`src/rtl/mvau_defn.sv`:
```
// rtl/mvau_defn.sv - shared widths and helpers for the MVU processing element
// Purpose: default PE geometry and adder-tree growth helper.
// Ports: none (package).
package mvau_defn;

  localparam int SIMD_DEF  = 4;   // product lanes per beat
  localparam int SF_DEF    = 3;   // beats per output (synapse fold)
  localparam int TDSTI_DEF = 4;   // signed product lane width
  localparam int TDST_DEF  = 16;  // accumulator / output width

  // Extra bits a full reduction of simd signed lanes can grow by.
  function automatic int tree_growth(input int simd);
    return $clog2(simd);
  endfunction

endpackage

```
`src/rtl/mvu_pe_acc_if.sv`:
```
// rtl/mvu_pe_acc_if.sv - beat input and result output handshake bundle
// Purpose: groups the product-beat stream and the result stream of the PE accumulator.
// Ports: in_v/in_rdy/in_simd (beat stream), out_v/out_rdy/out (result stream).
//   master: producer of beats and consumer of results; slave: the accumulator.
interface mvu_pe_acc_if
  import mvau_defn::*;
#(
  parameter int SIMD  = SIMD_DEF,
  parameter int TDstI = TDSTI_DEF,
  parameter int TDst  = TDST_DEF
);

  logic                  in_v;
  logic                  in_rdy;
  logic [SIMD*TDstI-1:0] in_simd;
  logic                  out_v;
  logic                  out_rdy;
  logic [TDst-1:0]       out;

  modport master (
    output in_v, in_simd, out_rdy,
    input  in_rdy, out_v, out
  );

  modport slave (
    input  in_v, in_simd, out_rdy,
    output in_rdy, out_v, out
  );

endinterface

```
`src/rtl/mvu_pe_adders.sv`:
```
// rtl/mvu_pe_adders.sv - registered signed reduction of SIMD product lanes
// Purpose: sums SIMD signed lanes into one TDst-bit partial sum, 1-cycle latency.
// Ports: clk, rst (sync, active-high), en (stage advance), in_v/in_simd (beat),
//   s1_v/s1_sum (registered valid and partial sum; both hold while !en).
module mvu_pe_adders
  import mvau_defn::*;
#(
  parameter int SIMD  = SIMD_DEF,
  parameter int TDstI = TDSTI_DEF,
  parameter int TDst  = TDST_DEF
) (
  input  logic                  clk,
  input  logic                  rst,
  input  logic                  en,
  input  logic                  in_v,
  input  logic [SIMD*TDstI-1:0] in_simd,
  output logic                  s1_v,
  output logic [TDst-1:0]       s1_sum
);

  // The tree is summed at its exact growth width, then sign-extended to TDst,
  // so no intermediate can overflow before reaching the accumulator.
  localparam int SUM_W = TDstI + tree_growth(SIMD);

  logic signed [TDstI-1:0] lane;
  logic signed [SUM_W-1:0] sum;

  always_comb begin
    sum  = '0;
    lane = '0;
    for (int i = 0; i < SIMD; i++) begin
      lane = in_simd[i*TDstI +: TDstI];
      sum  = sum + SUM_W'(lane);
    end
  end

  always_ff @(posedge clk) begin
    if (rst) begin
      s1_v   <= 1'b0;
      s1_sum <= '0;
    end else if (en) begin
      s1_v   <= in_v;
      s1_sum <= TDst'(sum);
    end
  end

endmodule

```
`src/rtl/mvu_pe_acc.sv`:
```
// rtl/mvu_pe_acc.sv - accumulation stage of a matrix-vector PE
// Purpose: reduces each SIMD beat, accumulates SF beats, presents the dot product
//   with valid/ready backpressure. Arithmetic wraps modulo 2^TDst.
// Ports: clk, rst (sync, active-high), bus (slave side of mvu_pe_acc_if).
module mvu_pe_acc
  import mvau_defn::*;
#(
  parameter int SIMD  = SIMD_DEF,
  parameter int SF    = SF_DEF,
  parameter int TDstI = TDSTI_DEF,
  parameter int TDst  = TDST_DEF
) (
  input  logic        clk,
  input  logic        rst,
  mvu_pe_acc_if.slave bus
);

  localparam int               CNT_W    = (SF > 1) ? $clog2(SF) : 1;
  localparam logic [CNT_W-1:0] CNT_LAST = CNT_W'(SF - 1);

  logic             en;
  logic             s1_v;
  logic [TDst-1:0]  s1_sum;
  logic [TDst-1:0]  acc;
  logic [TDst-1:0]  out_q;
  logic             out_v_q;
  logic [CNT_W-1:0] sf_cnt;

  // The whole pipeline advances only when the output register can take or
  // has handed off its result; this single enable is also the input ready.
  assign en          = !out_v_q || bus.out_rdy;
  assign bus.in_rdy  = en;
  assign bus.out_v   = out_v_q;
  assign bus.out     = out_q;

  mvu_pe_adders #(
    .SIMD  (SIMD),
    .TDstI (TDstI),
    .TDst  (TDst)
  ) u_adders (
    .clk     (clk),
    .rst     (rst),
    .en      (en),
    .in_v    (bus.in_v),
    .in_simd (bus.in_simd),
    .s1_v    (s1_v),
    .s1_sum  (s1_sum)
  );

  always_ff @(posedge clk) begin
    if (rst) begin
      acc     <= '0;
      sf_cnt  <= '0;
      out_q   <= '0;
      out_v_q <= 1'b0;
    end else begin
      // A handed-off result drops valid; a fresh load below overrides this.
      if (out_v_q && bus.out_rdy) begin
        out_v_q <= 1'b0;
      end
      if (en && s1_v) begin
        if (sf_cnt == CNT_LAST) begin
          out_q   <= acc + s1_sum;
          out_v_q <= 1'b1;
          acc     <= '0;
          sf_cnt  <= '0;
        end else begin
          acc     <= acc + s1_sum;
          sf_cnt  <= sf_cnt + CNT_W'(1);
        end
      end
    end
  end

endmodule

```
`src/flat_wrapper.sv`:
```
// flat-port wrapper written by rule: the top's interface ports become plain ports
module mvu_pe_acc_flat import mvau_defn::*;
#(
  parameter int SIMD  = SIMD_DEF,
  parameter int SF    = SF_DEF,
  parameter int TDstI = TDSTI_DEF,
  parameter int TDst  = TDST_DEF
)
  (clk, rst, bus_in_v, bus_in_simd, bus_out_rdy, bus_in_rdy, bus_out_v, bus_out);
  mvu_pe_acc_if #(.SIMD(SIMD), .TDstI(TDstI), .TDst(TDst)) bus_i ();
  input  logic clk;
  input  logic rst;
  input wire logic [$bits(bus_i.in_v)-1:0] bus_in_v;
  input wire logic [$bits(bus_i.in_simd)-1:0] bus_in_simd;
  input wire logic [$bits(bus_i.out_rdy)-1:0] bus_out_rdy;
  output wire logic [$bits(bus_i.in_rdy)-1:0] bus_in_rdy;
  output wire logic [$bits(bus_i.out_v)-1:0] bus_out_v;
  output wire logic [$bits(bus_i.out)-1:0] bus_out;
  assign bus_i.in_v = bus_in_v;
  assign bus_i.in_simd = bus_in_simd;
  assign bus_i.out_rdy = bus_out_rdy;
  assign bus_in_rdy = bus_i.in_rdy;
  assign bus_out_v = bus_i.out_v;
  assign bus_out = bus_i.out;
  mvu_pe_acc #(.SIMD(SIMD), .SF(SF), .TDstI(TDstI), .TDst(TDst)) u_core (.clk(clk), .rst(rst), .bus(bus_i));
endmodule
```
`config.mk`:
```
export PLATFORM = sky130hd
export DESIGN_NAME = mvu_pe_acc_flat
export DESIGN_NICKNAME = d
export VERILOG_FILES = /design/src/rtl/mvau_defn.sv /design/src/rtl/mvu_pe_acc_if.sv /design/src/rtl/mvu_pe_adders.sv /design/src/rtl/mvu_pe_acc.sv /design/src/flat_wrapper.sv
export SDC_FILE = /design/constraint.sdc
export NUM_CORES = 1
export LEC_CHECK = 0
export ABC_AREA = 1
export CORE_MARGIN = 3
export CORE_UTILIZATION = 50
export CTS_CLUSTER_DIAMETER = 150
export DETAILED_ROUTE_END_ITERATION = 8
export PLACE_DENSITY_LB_ADDON = 0.1
export RECOVER_POWER = 100
export SYNTH_ARGS = -nofsm -noshare
export SYNTH_HDL_FRONTEND = slang
export SYNTH_SLANG_ARGS = --single-unit
```
`constraint.sdc`:
```
create_clock -name clk -period 6.9 [get_ports clk]
set_input_delay 0.69 -clock clk [delete_from_list [all_inputs] [get_ports clk]]
set_output_delay 0.69 -clock clk [all_outputs]
set_load 0.01 [all_outputs]
```
==> key figures <==
Run status
  – Status: finished, final reports clean

Critical path
  – R2r startpoint: u_core.bus.out_v
  – CP endpoint kind: register
  – Crit path required time: 7100 ps
  – R2r endpoint: u_core.bus.out[7]
  – R2r setup slk: 3610 ps
  – Critical Path Source Type: primary input
  – Crit path launch: bus_out_rdy
  – Critical path arrival: 4080 ps
  – Cells on worst reg2reg path: 11
  – CP Capture Point: u_core.bus.out[7]
  – Kind of critical path: in2reg
  – Crit Path Max Fanout: 23

STA
  – Final Cycle Share: 56.3%
  – Final Hold Viols: 0
  – Unrepaired setup endpoints after global routing: false
  – Slew headroom: 3.53%
  – Fin Setup TNS: 0 ps
  – FMAX: 0.257 GHz
  – Fin crit period: 3890 ps
  – Slew Limit Fails: 0
  – Worst Tran Pin Value: 1450 ps
  – Worst Clk Skew: 8.33 ps
  – Setup Viol. Count Final: 0

Logic synthesis
  – Distinct cells, synth: 34
  – Net Count, Synth: 471
  – Post-Synthesis Cell Area: 2930 sq um
  – Most used flip-flop cell after synthesis: dfxtp_1
  – Synth Register Bits: 42
  – Mapped Cells: 421
  – Number of synthesized flops with an enable pin: 0
  – Yosys warns: 0
  – Sequential fraction of the synthesis area: 28.7%
  – Ys async rst share: 0%
  – Syn_area_per_cell: 6.97 sq um

Clocking
  – CTS hold repair buffers: 0
  – Clk sinks: 42
  – H-Tree Depth: 2
  – Post-CTS Resized: 0
  – CTS Buffer Depth: 2
  – CTS Buf Count: 5
  – Worst skew pair latency: 290 ps
  – Clk root buf: clkbuf_8
  – Clock Pin Slew Worst Setup and Hold Paths: 90 ps
  – CTS tree: done
  – Post-CTS setup buffer count: 0

Finish
  – N_diodes: 0
  – Fin area: 3420 sq um
  – Final Net Count: 505
  – Share of cells above drive strength 1: 7.02%
  – Fillers: 558
  – Area grow syn2layout: 16.5%

Power
  – Worst ir drop on vdd: 0.146 mV
  – Pleak: 1.84 nW
  – Power density over cell area: 248 nW/um^2

Floorplan
  – Die height: 82.6 microns
  – Full die area: 6820 sq um
  – Initial Util: 52.3%
  – FP Rows: 27
  – Die X: 82.6 microns
  – Area of the core: 5610 sq um
  – I/O pin cnt: 38

Global route
  – Tot GR Track Use: 19.9%
  – Remaining global-route overflow: 0
  – Vias in the first global route: 2306
  – First-pass GRT wire length: 10400 microns
  – Largest net degree at the start of global routing: 31
  – Initial antenna violation count: 0

Drt
  – Drt total wl: 6170 microns
  – Detailed Routing Iterations Pass 1: 4
  – DRC violations left: 0
  – Violation count after the first detailed-route iteration: 148
  – Vias per cell: 4.85
  – DRT antenna net count: 0
  – Vias: 2560
  – Wire per inst: 11.7 microns

Hold path
  – Hold Crit Class: reg2reg

Placed design
  – DPL Wire Length: 4690 microns
  – Count of input and output buffers: 37
  – Placer Congestion: 0.904
  – Dpl cell area: 3320 sq um

Flow run
  – Max Cap Viol: 0
-- sequential cells by signal, summed over array words and instances, names as in the netlist --
name and flops:
u_core.bus.out_v 1, u_core.acc 16, u_core.u_adders.s1_sum 6, u_core.u_adders.s1_v 1, u_core.bus.out 16, u_core.sf_cnt 2
-- layout by cell type, fill, tap and decap left out --
| master | n |
|---|---|
| clkinvlp_2 | 1 |
| ha_1 | 20 |
| nor3_2 | 3 |
| clkdlybuf4s50_1 | 15 |
| o21ai_0 | 19 |
| xnor2_1 | 2 |
| a211oi_1 | 1 |
| inv_1 | 75 |
| nand3_1 | 14 |
| or2_1 | 1 |
| dlygate4sd3_1 | 22 |
| nand2_1 | 115 |
| o21bai_1 | 1 |
| nor2_1 | 44 |
| o211a_1 | 1 |
| o211ai_1 | 1 |
| xor2_1 | 9 |
| a21o_1 | 2 |
| fa_1 | 10 |
| bufinv_16 | 1 |
| clkbuf_1 | 1 |
| a21oi_1 | 29 |
| nand3_2 | 5 |
| nand2_2 | 6 |
| nor2_4 | 1 |
| nor2_2 | 1 |
| a21oi_2 | 2 |
| dfxtp_1 | 42 |
| nor2_8 | 1 |
| or2_2 | 1 |
| inv_2 | 1 |
| or2_4 | 1 |
| nand2_4 | 1 |
| clkinvlp_4 | 1 |
| clkbuf_8 | 5 |
| inv_8 | 1 |
-- stage by stage --
step	instances	power (W)	utilization [%]	hold WS, ps	worst slack, ps
global placement	520	0.000645	59.3	458	3490
CTS	528	0.000856	61.4	476	3750
finish	528	0.000848	61.0	472	3010
detailed placement	520	0.000650	59.3	461	3420
floorplan	421	0.000567	-	448	4030
global route	528	0.000916	61.0	490	2540
-- worst min path at each step --
stage	start	endpoint	depth (start not counted)	slack, ps
after floorplan	u_core.acc[10]	u_core.acc[10]	2	450
after global placement	u_core.acc[0]	u_core.acc[0]	2	460
after detailed placement	u_core.acc[7]	u_core.acc[7]	2	460
after CTS	u_core.acc[7]	u_core.acc[7]	2	480
after global routing	u_core.acc[7]	u_core.acc[7]	2	490
final	u_core.acc[11]	u_core.acc[11]	2	470
-- area by class of cell --
type | instances | area (sq um) | area share (%)
clock buffers | 5 | 68.8 | 2.01
clock inverters | 3 | 48.8 | 1.43
inverters | 77 | 290 | 8.49
multi-input cells | 291 | 1710 | 49.9
flip-flops and latches | 42 | 841 | 24.6
well taps | 72 | 90.1 | 2.63
repair buffers | 38 | 374 | 10.9
-- synth_stat cells (all sizes together), types with 2 or more instances --
master	count	share of area (%)
nand3	19	4.1
a21o	2	0.51
or2	3	0.73
dfxtp	42	29
nor3	3	1.0
fa	10	6.8
o21ai	19	3.2
ha	20	8.5
xnor2	2	0.60
clkbuf	3	0.38
nor2	47	7.2
buf	8	2.3
inv	77	9.9
nand2	122	17
a21oi	31	5.7
xor2	9	2.7
-- report_power, final --
group / leakage, nW / switching, W / internal [W] / total [W]
combinational: 1.44 / 0.000213 / 0.000137 / 0.000350
sequential: 0.342 / 0.0000273 / 0.000269 / 0.000296
clock: 0.0563 / 0.0000923 / 0.000110 / 0.000203
-- logic make-up (layout without fill, tap and decap cells) --
group / Yosys count / after routing / share of synthesized area [%]
fa+ha+maj: 30 / 30 / 15.4
buf+inv: 88 / 123 / 12.6
flops: 42 / 42 / 28.7
xor+xnor: 11 / 11 / 3.28
compound gates: 56 / 56 / 10.5
simple gates: 194 / 194 / 29.6
-- routing by layer --
layer	vias up	part of all wire [%]	GRT usage (%)
met3	4	4.6	3.69
met4	0	0.65	3.92
met5	-	0	0
li1	1361	-	-
met2	57	44	31.7
met1	1138	50	28.0
-- critical path, cell delays in order --
cell,delay [ps]
dlygate4sd3_1,530
nor2_1,280
clkinvlp_2,420
nand2_1,770
inv_1,160
nand2_1,340
inv_1,430
nor2_1,210
nor2_1,50
o21ai_0,120
inv_1,60
No activity file was read; power rests on OpenSTA's default activity.
